**config.mk**
```make
export PLATFORM = sky130hd
export DESIGN_NAME = shift_add_multiplier
export DESIGN_NICKNAME = d
export VERILOG_FILES = /design/src/rtl/shift_add_multiplier_pkg.sv /design/src/rtl/ripple_carry_adder.sv /design/src/rtl/shift_add_multiplier.sv
export SDC_FILE = /design/constraint.sdc
export NUM_CORES = 1
export LEC_CHECK = 0
export CORE_MARGIN = 8
export CORE_UTILIZATION = 45
export CTS_CLUSTER_DIAMETER = 120
export DETAILED_ROUTE_END_ITERATION = 6
export HOLD_SLACK_MARGIN = 0.1
export PLACE_DENSITY = 0.84
export SLEW_MARGIN = 20
export SYNTH_ARGS = -nofsm -noshare
export SYNTH_HDL_FRONTEND = slang
export SYNTH_SLANG_ARGS = --single-unit
```
**constraint.sdc**
```tcl
create_clock -name clk -period 2.1 [get_ports clk]
set_input_delay 0.42 -clock clk [delete_from_list [all_inputs] [get_ports clk]]
set_output_delay 0.42 -clock clk [all_outputs]
set_load 0.01 [all_outputs]
```
**src/rtl/shift_add_multiplier_pkg.sv**
```systemverilog
// Shared widths and FSM encoding for the sequential shift-and-add multiplier.
package shift_add_multiplier_pkg;

    localparam int WIDTH  = 4;
    localparam int PROD_W = 2 * WIDTH;
    localparam int CNT_W  = 3;

    typedef enum logic [1:0] {
        ST_IDLE = 2'b00,
        ST_RUN  = 2'b01,
        ST_DONE = 2'b10
    } state_e;

endpackage

```
**src/rtl/ripple_carry_adder.sv**
```systemverilog
// Combinational WIDTH-bit ripple-carry adder; zero latency, no flow control.
module ripple_carry_adder #(
    parameter int WIDTH = 4
) (
    output logic [WIDTH-1:0] S,
    output logic             Cout,
    input  logic [WIDTH-1:0] A,
    input  logic [WIDTH-1:0] B,
    input  logic             Cin
);

    logic carry;

    always_comb begin
        S     = '0;
        carry = Cin;
        for (int i = 0; i < WIDTH; i++) begin
            S[i]  = A[i] ^ B[i] ^ carry;
            carry = (A[i] & B[i]) | (carry & (A[i] ^ B[i]));
        end
        Cout = carry;
    end

endmodule

```
**src/rtl/shift_add_multiplier.sv**
```systemverilog
// Sequential 4x4 unsigned shift-and-add multiplier; 4 iterations, done pulses one cycle after the last.
// No backpressure: start is honoured only in IDLE and ignored while busy or done.
module shift_add_multiplier
    import shift_add_multiplier_pkg::*;
#(
    parameter int WIDTH = 4,
    parameter int CNT_W = 3
) (
    input  logic                 clk,
    input  logic                 rst_n,
    input  logic                 start,
    input  logic [WIDTH-1:0]     a,
    input  logic [WIDTH-1:0]     b,
    output logic                 busy,
    output logic                 done,
    output logic [2*WIDTH-1:0]   product
);

    state_e               state_q, state_d;
    logic [WIDTH-1:0]     m_q, m_d;
    logic [WIDTH-1:0]     acc_q, acc_d;
    logic [WIDTH-1:0]     q_q, q_d;
    logic [CNT_W-1:0]     count_q, count_d;
    logic [2*WIDTH-1:0]   product_q, product_d;

    logic [WIDTH-1:0]     addend;
    logic [WIDTH-1:0]     sum;
    logic                 cout;

    assign addend = q_q[0] ? m_q : '0;

    ripple_carry_adder #(
        .WIDTH (WIDTH)
    ) u_adder (
        .S    (sum),
        .Cout (cout),
        .A    (acc_q),
        .B    (addend),
        .Cin  (1'b0)
    );

    always_comb begin
        state_d   = state_q;
        m_d       = m_q;
        acc_d     = acc_q;
        q_d       = q_q;
        count_d   = count_q;
        product_d = product_q;

        case (state_q)
            ST_IDLE: begin
                if (start) begin
                    m_d     = a;
                    q_d     = b;
                    acc_d   = '0;
                    count_d = '0;
                    state_d = ST_RUN;
                end
            end
            ST_RUN: begin
                // The adder carry becomes the new ACC msb, so 15*15 never overflows.
                acc_d   = {cout, sum[WIDTH-1:1]};
                q_d     = {sum[0], q_q[WIDTH-1:1]};
                count_d = count_q + 1'b1;
                if (count_q == CNT_W'(WIDTH - 1)) begin
                    state_d   = ST_DONE;
                    product_d = {acc_d, q_d};
                end
            end
            ST_DONE: begin
                state_d = ST_IDLE;
            end
            default: begin
                state_d = ST_IDLE;
            end
        endcase
    end

    always_ff @(posedge clk or negedge rst_n) begin
        if (!rst_n) begin
            state_q   <= ST_IDLE;
            m_q       <= '0;
            acc_q     <= '0;
            q_q       <= '0;
            count_q   <= '0;
            product_q <= '0;
        end else begin
            state_q   <= state_d;
            m_q       <= m_d;
            acc_q     <= acc_d;
            q_q       <= q_d;
            count_q   <= count_d;
            product_q <= product_d;
        end
    end

    assign busy    = (state_q == ST_RUN);
    assign done    = (state_q == ST_DONE);
    assign product = product_q;

endmodule

```
==> metrics.md <==
| Metric | Value |
|---|---|
| Clock skew | `0.00610 ns` |
| CP max stage delay | `0.51 ns` |
| Max Cap Viol | `0` |
| Final-report setup violation count | `0` |
| Drt initial violations | `26` |
| Avg Inst Size Synth | `11.5 um2` |
| Register bit total from synthesis | `25` |
| Dominant cell type by area after synthesis | `dfrtp_1` |
| Vias | `777` |
| WS Path Type | `reg2reg` |
| DRC | `0` |
| Synth top area cells | `dfrtp_1, mux2_2, fa_1` |
| Ys Warns | `0` |
| Max_slew headroom | `77.1%` |
| Multi-input gate area | `448 um2` |
| Power Total | `2.04 mW` |
| Seq/Total Area, Yosys | `55.5%` |
| Crit start category | `flop` |
| Initial antenna violation count | `0` |
| Share of post-route cells with drive strength above 1 | `17.1%` |
| Slowest library cell on the worst path | `fa_1` |
| Setup crit end kind | `flop` |
| I/O Pins | `21` |
| Worst path required time | `2.32 ns` |
| Final Max Slew Viols | `0` |
| Depth of the CTS H-tree | `1` |
| Routability Congestion | `0.766` |
| R2r endpoint | `product[6]` |
| Worst-margin pin slew | `0.343 ns` |
| Chip width | `66.1 um` |
| Gr usage total | `10.8%` |
| Critical Path Most Common Cell | `fa_2` |
| Area grow syn2layout | `24.8%` |
| Area after DPL | `1370 um2` |
| DR pass1 iterations | `4` |
| Port bufs | `20` |
| Power Density | `1450 nW/um2` |
| Clock buffer depth | `2` |
| Final net count | `141` |
| CP Launch Point | `q_q[0]` |
| Die Area | `4360 um2` |
| Post-synth cell types | `21` |
| Design area | `1410 um2` |
| Largest net degree at the start of global routing | `26` |
| IR drop worst, VDD | `0.748 mV` |
| Syn Inst Count | `98` |
| Post-Place Worst Slack | `-0.0580 ns` |
| Commonest non-fill, non-tap cell in the layout | `dfrtp_1` |
| Core ar. | `2430 um2` |
| LEAKAGE | `0.624 nW` |
| Grt total ovfl | `0` |
| Fillers | `216` |
| Drt via density | `5.08` |
| CP Max Fanout | `2` |
| Final Cycle Share | `97.4%` |
| Rows | `18` |
| CTS tree | `yes` |
| Num CTS Buffers | `3` |
| HPWL Detailed | `1660 um` |
| Cell Area, Synth | `1130 um2` |
| Average wire per standard cell | `14.3 um` |
| Post-Route Setup TNS | `0 ns` |
| Min Tclk post-route | `2.04 ns` |
| Critical Path AT | `2.27 ns` |
| Reg2Reg Setup Slack | `0.06 ns` |
| CP Capture Point | `product[6]` |
| Outcome | `finished clean` |
| First-pass GRT wire length | `3600 um` |
| N_diodes | `0` |
| Utilization after layout | `57.8%` |
| Yosys top cell area share | `55.5%` |
| DRT antenna net count | `0` |
| Root Buffer | `clkbuf_4` |
| Seq. cell area | `627 um2` |
| Initial Util | `46.3%` |
| Final Hold Fails | `0` |
| Fin worst setup slack | `0.0555 ns` |
| Most frequent cells in the layout | `dfrtp_1, clkdlybuf4s50_1, nand2_1` |
| Fmax | `489 MHz` |
| R2R depth | `7` |
| Worst reg2reg startpoint | `q_q[0]` |
| Clk_lat worst skew | `0.32 ns` |
| # clock sinks | `25` |
| Via count of the first global-routing pass | `788` |
| Crit-path cells | `and2_1 > ha_1 > inv_1 > fa_2 > fa_2 > fa_1 > o21ai_1` |
| Die Ht | `66.1 um` |
| Routed wire length | `2180 um` |
| Net Count, Synth | `115` |
| Clock transition at the registers of the reported paths | `0.13 ns` |
| Hold/Removal Path Class | `in2async` |
[routing by layer]
layer | GRT usage [%] | vias to the layer above | routed length (um)
met4 | 7.20 | 0 | 61
li1 | - | 378 | -
met5 | 0 | - | 0
met1 | 12.0 | 375 | 988
met2 | 18.0 | 19 | 1040
met3 | 2.37 | 5 | 88
[synth_stat cells (all sizes together)]
| cell type | instances |
|---|---|
| dfrtp | 25 |
| nand2 | 13 |
| o21ai | 11 |
| inv | 10 |
| mux2 | 8 |
| o22ai | 6 |
| a21oi | 5 |
| buf | 3 |
| fa | 3 |
| ha | 3 |
| nor2 | 3 |
| nand2b | 2 |
| a22o | 1 |
| and2 | 1 |
| nand3b | 1 |
| nor2b | 1 |
| o21bai | 1 |
| or4b | 1 |
[flip-flops by register name, indices dropped and copies added (netlist names)]
signal and count:
acc_q 4, count_q 3, m_q 4, product 8
q_q 4, state_q 2
[worst min-delay path by stage]
stage                     from          to
floorplan                rst_n    acc_q[0]
global placement    product[4]  product[4]
detailed placement  product[4]  product[4]
CTS                      rst_n  count_q[2]
global route             rst_n      q_q[1]
finish                   rst_n  product[4]
[stage by stage]
step | cells | hold slack [ns]
3_3_place_gp | 148 | 0.462
4_1_cts | 152 | 0.443
6_report | 153 | 0.436
5_1_grt | 153 | 0.471
2_1_floorplan | 98 | 0.124
3_5_place_dp | 148 | 0.478
[what timing repair did]
item,in CTS,in global routing
pin swaps,0,1
gates cloned,0,0
buffers inserted,0,1
resized for setup,3,3
hold buffers,0,0
setup endpoints to repair,2,5
endpoints found under the hold margin,0,0
[power by group]
group | internal (mW) | total, mW | switching, mW
Clock | 0.0743 | 0.214 | 0.140
Combinational | 0.506 | 0.957 | 0.450
Sequential | 0.709 | 0.868 | 0.159
[cell families after synthesis]
logic type	after synthesis	share of synthesized area, %
buffers and inverters	13	5.22
flip-flops	25	55.5
AO/OA/AOI/OAI	24	12.2
adder cells (fa/ha/maj)	6	8.66
AND/OR/NAND/NOR	22	10.4
multiplexers	8	7.99
[critical path: cells and delay by family (launching register included)]
| family | cells | cell delay, ns |
|---|---|---|
| buf+inv | 1 | 0.05 |
| fa+ha+maj | 4 | 1.32 |
| simple gates | 1 | 0.13 |
| compound gates | 1 | 0.07 |
| flops | 1 | 0.37 |
[cell type report]
class                           count  area share (%)
Clock buffer                        4            1.87
Sequential cell                    25            44.6
Timing Repair Buffer               24            16.4
Inverter                           10            2.67
Multi-Input combinational cell     60            31.9
Tap cell                           30            2.67
Power figures use the tool's default switching activity.
